[src/rtl/triangular_pulse_gen_pkg.sv]
// Shared types and constants for the triangular pulse generator.
//   state_t    : handshake/pulse FSM states
//   MODE_*     : shape select values carried on the descriptor m bit
//   DIR_*      : step direction relative to the rest level
//   mid(w)     : rest level 2^(w-1) for a w-bit offset-binary sample
package tpg_pkg;

  typedef enum logic [2:0] {
    S_INIT     = 3'd0,
    S_WAIT_REQ = 3'd1,
    S_WAIT_ACK = 3'd2,
    S_RISE     = 3'd3,
    S_FALL     = 3'd4
  } state_t;

  localparam logic MODE_SAW = 1'b0;
  localparam logic MODE_TRI = 1'b1;

  localparam logic DIR_AWAY   = 1'b0;
  localparam logic DIR_TOWARD = 1'b1;

  // Rest level of a w-bit offset-binary word.
  function automatic int unsigned mid(input int unsigned w);
    return 32'd1 << (w - 32'd1);
  endfunction

endpackage

[src/rtl/triangular_pulse_gen_if.sv]
// Descriptor handshake between the producer and the pulse generator.
//   s, h, m : pulse descriptor (sign, height in LSBs, shape)
//   dav_    : data valid, active low, driven by the producer
//   rfd     : ready for data, driven by the generator
interface triangular_pulse_gen_if #(
  parameter int unsigned W = 8
) ();
  logic         s;
  logic [W-2:0] h;
  logic         m;
  logic         dav_;
  logic         rfd;

  modport master (output s, output h, output m, output dav_, input rfd);
  modport slave  (input s, input h, input m, input dav_, output rfd);
endinterface

[src/rtl/tpg_step.sv]
// One-LSB step of an offset-binary sample, away from or toward the rest level.
//   val   : current sample
//   s     : pulse sign (0 above rest, 1 below rest)
//   dir   : DIR_AWAY or DIR_TOWARD
//   nxt_c : val +/- 1 (combinational)
module tpg_step
  import tpg_pkg::*;
#(
  parameter int unsigned W = 8
) (
  input  logic [W-1:0] val,
  input  logic         s,
  input  logic         dir,
  output logic [W-1:0] nxt_c
);

  // Positive pulse moving away, or negative pulse moving toward, counts up.
  always_comb begin
    nxt_c = val + W'(1);
    if ((s ^ dir) == 1'b1) begin
      nxt_c = val - W'(1);
    end
  end

endmodule

[src/rtl/triangular_pulse_gen.sv]
// Descriptor-driven sawtooth/triangle pulse generator feeding an offset-binary D/A.
//   clock  : system clock, rising edge
//   reset_ : asynchronous active-low reset
//   bus    : descriptor handshake (slave side)
//   out    : registered W-bit sample, rests at 2^(W-1)
module triangular_pulse_gen
  import tpg_pkg::*;
#(
  parameter int unsigned W = 8
) (
  input  logic                   clock,
  input  logic                   reset_,
  triangular_pulse_gen_if.slave  bus,
  output logic [W-1:0]           out
);

  localparam int unsigned HW  = W - 1;
  localparam logic [W-1:0] MID = W'(mid(W));

  state_t          state_q, state_d;
  logic [HW-1:0]   cnt_q, cnt_d;
  logic [HW-1:0]   h_q, h_d;
  logic            s_q, s_d;
  logic            m_q, m_d;
  logic            rfd_q, rfd_d;
  logic [W-1:0]    out_d;
  logic            dir_c;
  logic [W-1:0]    step_c;

  assign bus.rfd = rfd_q;

  // Heading back to rest once the peak is reached on a triangle, or while falling.
  assign dir_c = ((state_q == S_FALL) || ((state_q == S_RISE) && (cnt_q >= h_q)))
                 ? DIR_TOWARD : DIR_AWAY;

  tpg_step #(.W(W)) u_step (
    .val   (out),
    .s     (s_q),
    .dir   (dir_c),
    .nxt_c (step_c)
  );

  // State and datapath registers.
  always_ff @(posedge clock or negedge reset_) begin
    if (!reset_) begin
      state_q <= S_INIT;
      cnt_q   <= '0;
      h_q     <= '0;
      s_q     <= 1'b0;
      m_q     <= 1'b0;
      rfd_q   <= 1'b0;
      out     <= MID;
    end else begin
      state_q <= state_d;
      cnt_q   <= cnt_d;
      h_q     <= h_d;
      s_q     <= s_d;
      m_q     <= m_d;
      rfd_q   <= rfd_d;
      out     <= out_d;
    end
  end

  // Next-state and datapath update.
  always_comb begin
    state_d = state_q;
    cnt_d   = cnt_q;
    h_d     = h_q;
    s_d     = s_q;
    m_d     = m_q;
    rfd_d   = rfd_q;
    out_d   = out;

    case (state_q)
      S_INIT: begin
        rfd_d   = 1'b1;
        state_d = S_WAIT_REQ;
      end

      S_WAIT_REQ: begin
        if (!bus.dav_) begin
          s_d     = bus.s;
          h_d     = bus.h;
          m_d     = bus.m;
          rfd_d   = 1'b0;
          state_d = S_WAIT_ACK;
        end
      end

      S_WAIT_ACK: begin
        if (bus.dav_) begin
          if (h_q == '0) begin
            rfd_d   = 1'b1;
            state_d = S_WAIT_REQ;
          end else begin
            out_d   = step_c;
            cnt_d   = HW'(1);
            state_d = S_RISE;
          end
        end
      end

      S_RISE: begin
        if (cnt_q < h_q) begin
          out_d = step_c;
          cnt_d = cnt_q + HW'(1);
        end else if (m_q == MODE_SAW) begin
          out_d   = MID;
          rfd_d   = 1'b1;
          state_d = S_WAIT_REQ;
        end else begin
          // h=1 triangles reach rest on the turn-around step itself.
          out_d = step_c;
          if (step_c == MID) begin
            rfd_d   = 1'b1;
            state_d = S_WAIT_REQ;
          end else begin
            state_d = S_FALL;
          end
        end
      end

      S_FALL: begin
        out_d = step_c;
        if (step_c == MID) begin
          rfd_d   = 1'b1;
          state_d = S_WAIT_REQ;
        end
      end

      default: begin
        state_d = S_INIT;
      end
    endcase
  end

endmodule

[src/flat_wrapper.sv]
// flat-port wrapper written by rule: the top's interface ports become plain ports
module triangular_pulse_gen_flat import tpg_pkg::*;
#(
  parameter int unsigned W = 8
)
  (clock, reset_, out, bus_s, bus_h, bus_m, bus_dav_, bus_rfd);
  triangular_pulse_gen_if #(.W(W)) bus_i ();
  input  logic clock;
  input  logic reset_;
  output logic [W-1:0] out;
  input wire logic [$bits(bus_i.s)-1:0] bus_s;
  input wire logic [$bits(bus_i.h)-1:0] bus_h;
  input wire logic [$bits(bus_i.m)-1:0] bus_m;
  input wire logic [$bits(bus_i.dav_)-1:0] bus_dav_;
  output wire logic [$bits(bus_i.rfd)-1:0] bus_rfd;
  assign bus_i.s = bus_s;
  assign bus_i.h = bus_h;
  assign bus_i.m = bus_m;
  assign bus_i.dav_ = bus_dav_;
  assign bus_rfd = bus_i.rfd;
  triangular_pulse_gen #(.W(W)) u_core (.clock(clock), .reset_(reset_), .bus(bus_i), .out(out));
endmodule
[config.mk]
export PLATFORM = sky130hd
export DESIGN_NAME = triangular_pulse_gen_flat
export DESIGN_NICKNAME = d
export VERILOG_FILES = /design/src/rtl/triangular_pulse_gen_pkg.sv /design/src/rtl/triangular_pulse_gen_if.sv /design/src/rtl/tpg_step.sv /design/src/rtl/triangular_pulse_gen.sv /design/src/flat_wrapper.sv
export SDC_FILE = /design/constraint.sdc
export NUM_CORES = 1
export LEC_CHECK = 0
export ABC_AREA = 1
export CORE_MARGIN = 8
export CORE_UTILIZATION = 60
export CTS_BUF_LIST = sky130_fd_sc_hd__clkbuf_4 sky130_fd_sc_hd__clkbuf_8
export CTS_CLUSTER_DIAMETER = 100
export DETAILED_ROUTE_END_ITERATION = 10
export PLACE_DENSITY = 0.83
export SLEW_MARGIN = 25
export SYNTH_ARGS = -nofsm -noshare
export SYNTH_HDL_FRONTEND = slang
export SYNTH_HIERARCHICAL = 1
export SYNTH_SLANG_ARGS = --single-unit
[constraint.sdc]
create_clock -name clock -period 7.9 [get_ports clock]
set_clock_uncertainty 0.05 [all_clocks]
set_input_delay 1.58 -clock clock [delete_from_list [all_inputs] [get_ports clock]]
set_output_delay 1.58 -clock clock [all_outputs]
set_load 0.01 [all_outputs]
==> reports/results.txt, run 1 <==
The run finished with clean final reports. The logs give 330 ps for the clock insertion delay at the later pin of the skew report and 0.281 mV for the worst-case vdd ir drop. The count of maximum capacitance violations came out at 0. Most numerous cell on the critical path: sky130_fd_sc_hd__nand2_1.

The tools report the netlist area before placement as 2080 sq um. Initial core utilization: 62.4%. In this run the power density over the cells is 442 nW/um^2.

The placed cell count came out at 358. TritonCTS built the clock tree. Critical path endpoint category: a flop. Setup slack closes at 4330 ps. For the total wire length, the log shows 4.11 mm. Biggest cell delay along the critical path: 430 ps.

Setup repair after global routing left no endpoint under its margin. The worst hold path belongs to the class reg -> reg. The congestion estimate from routability-driven global placement came to 0.918. After detailed routing, the number of remaining DRC violations is 0. The share of flip-flops with an asynchronous set or reset after synthesis works out to 100%.

Full die area: 5610 sq um. The floorplan has 21 rows. Counting flops and latches in the post-synthesis netlist gives 28. The part of the cycle the worst path needs came out at 45.1%.

The number of nets handed over by synthesis was 320. A synthesized cell averages 7.11 sq um. The most common flop cell mapped by yosys was sky130_fd_sc_hd__dfrtp_1. By area the synthesized netlist is led by sky130_fd_sc_hd__dfrtp_1 (32%), sky130_fd_sc_hd__nand2_1 (17%), sky130_fd_sc_hd__ha_1 (8.4%).

The detailed-placement wirelength estimate is 3.26 mm, and the routed wirelength normalized by instance count is 11.3 microns. The power after layout is 0.00105 W, and the headroom to the max-slew limit is 64.7%. The final count of hold timing violations is 0.

For the non-filler instance count after layout, the log shows 362. For this run, the top clock speed supported by timing is 0.280 GHz. The run gives 4460 ps as the worst slack at placement. The logs give 4330 ps for the internal reg-to-reg setup slack and 3 for the CTS buffer count. The number of setup buffers added after CTS is 0. The initial antenna violation count came out at 0. Launching element type of the critical path: a flop. Global routing used 16.4% of the available tracks. The wire length of the first global-routing pass was 7.33 mm.

The share of synthesized area in the top cell type comes to 32.4%. Final antenna diode count: 0. The run gives 1,771 as the number of global-route vias before repair. The tools report the number of instances in the synthesized netlist as 293. After floorplanning, the core was sized to cover 3340 sq um.

In this run, distinct cell masters in the synthesized netlist total 29. For this block, the via count after detailed routing is 1,797. The number of clock sinks is 28.

The deepest level of the CTS H-tree is 1. Top cell type by total area after synthesis: sky130_fd_sc_hd__dfrtp_1. Entering global routing, the biggest net connects 29 pins.

Maximum fanout along the worst path: 7. The run gives 2 as the maximum buffer depth of the clock tree. The logs give 1.30 nW for the leakage power figure and 0 for the max-slew violation count.

Setup violations remaining at the end of the flow were counted as 0. The tree is rooted in a sky130_fd_sc_hd__clkbuf_4. The detailed router finished its first iteration with 140 violations.

The number of detailed-routing iterations run before antenna repair came out at 4. Cells with a size suffix above 1 make up 11.1% of the layout. The largest individual stage delay along the critical path comes from the cell sky130_fd_sc_hd__dfrtp_1.

For the pin with the worst max-slew slack, the measured transition is 527 ps. The signal on the critical path passes through ha_1 -> nand2_1 -> inv_1 -> a21oi_1 -> nand2_1 -> o21a_1 -> inv_1 -> nand2_1 -> nand2_1 -> ha_1 -> nand2_1 -> nand2_1 -> a21oi_1 -> nand3_1 -> nand2_1 -> nand2_1 -> nor2_1 -> nand2_1 -> nand3_1 -> nand3_1 -> nand2_1 -> o21ai_1. The critical path in this run is classified as reg -> reg.

The register clock-pin slew on the reported worst setup and hold paths came out at 160 ps. By count the netlist is led by sky130_fd_sc_hd__nand2_1 (95), sky130_fd_sc_hd__inv_1 (42), sky130_fd_sc_hd__nor2_1 (28). The arrival time reported for the critical path endpoint is 3750 ps.

From synthesis to final layout, the design area changed by 14.3%. STA puts the critical path data required time at 8080 ps. The count of instances resized after the clock tree is built was 0. Buffers inserted to repair hold after CTS numbered 0. The height of the die works out to 74.9 microns. Shortest period the worst path allows: 3570 ps. Input and output buffers added on the ports amount to 20. The tools report the setup total negative slack as 0 ps. For this run, the register share of the synthesized area comes to 33.7%. The tools report the total global routing overflow as 0.

The dominant cell by count in the synthesized netlist was sky130_fd_sc_hd__nand2_1. Yosys mapped a number of flops with a built-in enable equal to 0. Summing all non-filler instances in the final layout gives an area of 2380 sq um.

During synthesis, Yosys emitted a total of 6 warnings. For this run, the post-layout net count is 344. The top-level port count is 21. The floorplan step set the die width to 74.9 microns. Using the TritonRoute via totals, the vias-per-cell ratio works out to 4.96. The run gives 0 as the number of routed nets with antenna violations. In this run the cell area measured after placement is 2330 sq um.
==> cell usage in the layout, fill, tap and decap left out, drive strengths merged, types with 2 or more instances in the layout <==
cell type,netlist,routed
a21oi,15,15
xnor2,2,2
inv,49,49
nand4,2,2
nor2,30,30
clkdlybuf4s50,0,20
o21ai,13,13
dfrtp,27,27
nand3b,3,3
xor2,2,2
clkbuf,0,3
nand3,25,25
nand2,103,103
ha,14,14
==> registers in the layout, summed over array words and instances, names as in the netlist <==
name            count
u_core/s_q          1
u_core/bus.rfd      1
u_core/m_q          1
u_core/h_q          7
u_core/state_q      3
u_core/cnt_q        7
u_core/out          8
==> per-stage QoR <==
stage | utilization, % | hold slack (ps)
after floorplan | - | 419
after global placement | 69.8 | 441
after detailed placement | 69.8 | 449
after CTS | 71.4 | 471
after global routing | 71.4 | 505
final | 71.4 | 465
==> critical path, delay by kind of cell, from the launching register on <==
family | cells | cell delay [ps]
and+or+nand+nor | 14 | 1500
adders and majority gates | 2 | 650
AOI/OAI and AO/OA | 4 | 700
DFF | 1 | 430
buffers and inverters | 2 | 120
==> final cells by class <==
type | count | area, sq um
clock inverters | 1 | 30.0
multi-input cells | 214 | 1180
well taps | 46 | 57.6
fillers | 285 | 956
clock buffers | 3 | 22.5
inverters | 49 | 184
repair buffers | 21 | 208
flip-flops and latches | 28 | 702
==> kinds of logic after synthesis <==
| kind of cell | share of synthesized area [%] |
|---|---|
| compound gates | 8.89 |
| xor+xnor | 1.68 |
| fa+ha+maj | 9.37 |
| buf+inv | 9.79 |
| flops | 33.7 |
| mux | 0.541 |
| simple gates | 36.0 |
==> where the power goes <==
group / switching [W] / internal, W / total [W]
Clock: 0.0000430 / 0.0000513 / 0.0000944
Combinational: 0.000417 / 0.000279 / 0.000696
Sequential: 0.0000566 / 0.000205 / 0.000262
==> final timing paths <==
check / start / end / cells past startpoint
setup / recovery: u_core/cnt_q[6] / u_core/state_q[1] / 22
hold / removal: u_core/out[7] / u_core/out[7] / 2
setup reg to reg: u_core/cnt_q[6] / u_core/state_q[1] / 22
hold reg to reg: u_core/out[7] / u_core/out[7] / 2
max in group asynchronous: reset_ / u_core/out[7] / 2
min in group asynchronous: reset_ / u_core/h_q[4] / 2
==> layer usage <==
metal	part of all wire (%)	vias to the layer above	track usage (%)
li1	-	957	-
met1	47	799	20.2
met2	49	35	28.0
met3	3.6	6	2.53
met4	1.1	0	5.43
met5	0	-	0
No activity file was read; power rests on OpenSTA's default activity.
==> inputs of run 2 (changes only) <==
CORE_UTILIZATION = 59   (was 60)
PLACE_DENSITY = 0.82   (was 0.83)
clock period = 3.4 ns   (was 7.9 ns; I/O delays follow)
==> run 2 against run 1 <==
Critical path depth grew 1. Clock-buffer cell count unchanged. Die area is 1.3% higher. Maximum frequency grew 11%. Highest routed layer unchanged. Clock power grew 130%. Sequential cell count unchanged. Critical path type unchanged. Final cell count up 1.7%. Core utilization rose by 4.8 points. First-iteration DRC count is 46% lower. Wire length grew 5.6%.
==> reports/results.txt, run 2 (synthesized netlist as in run 1, its figures left out) <==
The height of the die was 75.4 microns (+0.66%); the wire length of the first global-routing pass was 7.23 mm (-1.3%). The number of flip-flops under the largest register name came out at 8 (unchanged). The total track usage is 16.2% (-0.13 points), and the clock network fraction of design power is 8.3% (-0.7 points). The power per unit of standard cell area was 1030 nW/um^2 (+130%).

The deepest level of the CTS H-tree was 1 (unchanged); the number of global-route vias before repair was 1,687 (-4.7%). The master of the slowest instance on the critical path is sky130_fd_sc_hd__dfrtp_1. For the maximum clock frequency, the log shows 0.310 GHz (+11%). The initial antenna violation count is 0 (unchanged), and the pin count of the biggest net entering global routing is 29 (unchanged).

Shortest period the worst path allows: 3220 ps (-343 ps). The top-level port count was 21 (unchanged); the register clock-pin slew on the reported worst setup and hold paths was 160 ps (about the same). TritonCTS built the clock tree. The final worst-path setup slack came out at 177 ps (-4160 ps). For the total global routing overflow, the log shows 0 (unchanged).

The register containing the most flip-flops in the final layout is u_core/out. Full die area: 5690 sq um (+1.3%). The library cell used most frequently in the layout, excluding fill and tap cells, is sky130_fd_sc_hd__nand2_1. The max-slew violation count was 0 (unchanged); the required time of the critical path was 3580 ps (-4500 ps).

The routed wirelength normalized by instance count is 11.8 microns (+3.9%). The worst setup path is launched from a flop. The final-stage net count was 350 (+1.7%); the total number of vias was 1,848 (+2.8%). The total wire length is 4.34 mm (+5.6%). The final RePlAce weighted congestion is 0.865 (-5.7%).

The setup-violating endpoint count in the final report is 0 (unchanged). The critical path is of the reg -> reg type. The floorplan core area was 3360 sq um (+0.79%); the fraction of layout cells with a size suffix above 1 was 19.3% (+8.2 points).

The run finished with clean final reports. The maximum fanout along the worst path was 7 (unchanged); the CTS buffer count was 3 (unchanged). The count of input and output buffers came out at 20 (unchanged). The biggest cell delay along the critical path works out to 420 ps (about the same). The run gives 0 (unchanged) as the number of routed nets with antenna violations. For the portion of total power attributed to combinational logic, the log shows 68.0% (+1.8 points). Actual transition at the worst max-transition pin: 542 ps (+14.5 ps).

The final count of hold timing violations was 0 (unchanged). The tools report the detailed-placement wirelength estimate as 3.19 mm (-2.3%). The maximum buffer depth of the clock tree is 2 (unchanged), and the worst slack at placement is -67.9 ps (-4530 ps). The logs give 76 (-46%) for the number of DRC markers after the initial detailed-route iteration and 0 (unchanged) for the count of maximum capacitance violations. The gate family responsible for the most delay along the worst path was simple AND/OR/NAND/NOR gates.

Worst min-delay path category: reg -> reg. The number of detailed-routing iterations run before antenna repair was 4 (unchanged); the share of total power consumed by net switching was 48.9% (-0.28 points). The tools report the internal power of the cells as 0.00135 W (+150%). The power after layout is 0.00264 W (+150%), and the relative contribution of sequential cells to total power is 23.7% (-1.2 points).

The critical path goes through ha_1 -> nand2_2 -> inv_1 -> a21oi_2 -> nand2_2 -> o21a_1 -> nand2_2 -> nand2_8 -> fa_2 -> nand2_1 -> nand2_1 -> nand3b_1 -> nand2_1 -> nand2_1 -> nand2_1 -> inv_1 -> nand2_1 -> nor2_1 -> nand2_2 -> nand3_2 -> nand3_2 -> nand2_1 -> o21ai_1. From synthesis to final layout, the design area changed by 22.9%. The leakage power figure was 1.34 nW (+2.8%); the total routed wire length on the met1 layer was 1.95 mm (+1.4%). The horizontal die dimension works out to 75.4 microns (+0.66%). Number of vias per cell after detailed routing: 5.02 (+1.2%).

In the layout the commonest cells are sky130_fd_sc_hd__nand2_1 (88), sky130_fd_sc_hd__inv_1 (40), sky130_fd_sc_hd__nor2_1 (27), sky130_fd_sc_hd__dfrtp_1 (27). The run gives 63.7% (-0.97 points) as the headroom to the max-slew limit. The met3 routed wirelength was 213 microns (+46%). The top routing layer in use is met4. The clock insertion delay at the later pin of the skew report came out at 330 ps (about the same). The tools report the number of fillers in the final layout as 252 (-12%). The logs give 0 (unchanged) for the DRC violations left and 702 sq um (unchanged) for the area used by sequential logic in the layout. The tools report the clock root buffer as sky130_fd_sc_hd__clkbuf_4. For the final antenna diode count, the log shows 0 (unchanged).

The critical path endpoint category was a flop. The tools report the area of combinational cells with multiple inputs as 1310 sq um (+11%). The logs give 0.00129 W (+150%) for the net switching component of the power and 61.9% (-0.49 points) for the initial core utilization. The cell that appears most often on the critical path is sky130_fd_sc_hd__nand2_1. The routed wire length on met2 was 2.15 mm (+8.0%); the part of the cycle the worst path needs was 94.8% (+50 points). The count of buffer and inverter cells on the critical path is 2 (unchanged). In the final layout, the registers with the most flip-flops are u_core/out (8), u_core/cnt_q (7), u_core/h_q (7). Number of cell rows: 21 (unchanged). The arrival time reported for the critical path endpoint was 3400 ps (-350 ps). The logs give 0.571 mV (+100%) for the worst-case vdd ir drop and 28 (unchanged) for the number of clock sinks.
==> run 2: cell count changes in the layout (fill, tap and decap cells not counted), sizes merged <==
cell,change
buf,+6
==> run 2: worst register-to-register path, delay by kind of cell, from the launching register on <==
kind	cells	cell delay, ps
and+or+nand+nor	16	1380
DFF	1	420
buffers and inverters	2	100
AOI/OAI and AO/OA	3	440
adders and majority gates	2	710
==> run 2: cell type report <==
| cell class | count | area share (%) |
|---|---|---|
| Multi-Input combinational cell | 214 | 51.2 |
| Sequential cell | 28 | 27.4 |
| Timing Repair Buffer | 27 | 9.87 |
| Inverter | 49 | 7.18 |
| Tap cell | 46 | 2.25 |
| Clock inverter | 1 | 1.17 |
| Clock buffer | 3 | 0.880 |
==> run 2: what timing repair did <==
action	in CTS	in global routing
endpoints found under the hold margin	0	0
buffers inserted	0	3
hold buffers	0	0
resized for setup	2	22
setup endpoints to repair	3	4
pin swaps	0	7
==> run 2: final timing paths <==
kind	startpoint	to	slack (ps)	depth (start not counted)
min	u_core/out[7]	u_core/out[7]	470	2
min reg2reg	u_core/out[7]	u_core/out[7]	470	2
min in group asynchronous	reset_	u_core/out[3]	640	2
max reg2reg	u_core/cnt_q[6]	u_core/state_q[1]	180	23
max in group asynchronous	reset_	u_core/out[7]	2340	2
max	u_core/cnt_q[6]	u_core/state_q[1]	180	23
==> run 2: power groups by stage <==
stage               Clock (W)  Combinational (W)  Sequential, W
floorplan                   0            0.00128       0.000611
global placement            0            0.00159       0.000609
detailed placement          0            0.00162       0.000614
CTS                  0.000229            0.00163       0.000607
global route         0.000240            0.00203       0.000647
finish               0.000219            0.00180       0.000625
==> run 2: through the flow <==
step	util [%]	instance area [sq um]	hold WS, ps	std cells	TNS [ps]
floorplan	-	2080	334	293	0
global placement	69.9	2350	437	361	0
detailed placement	69.9	2350	444	361	-113
CTS	71.7	2410	472	365	0
global route	76.1	2560	498	368	-144
finish	76.1	2560	466	368	0
==> run 2: per-layer routing <==
metal | global-route usage (%) | up-vias
met5 | 0 | -
met4 | 5.33 | 0
met3 | 1.97 | 2
met2 | 29.1 | 43
met1 | 19.5 | 834
li1 | - | 969
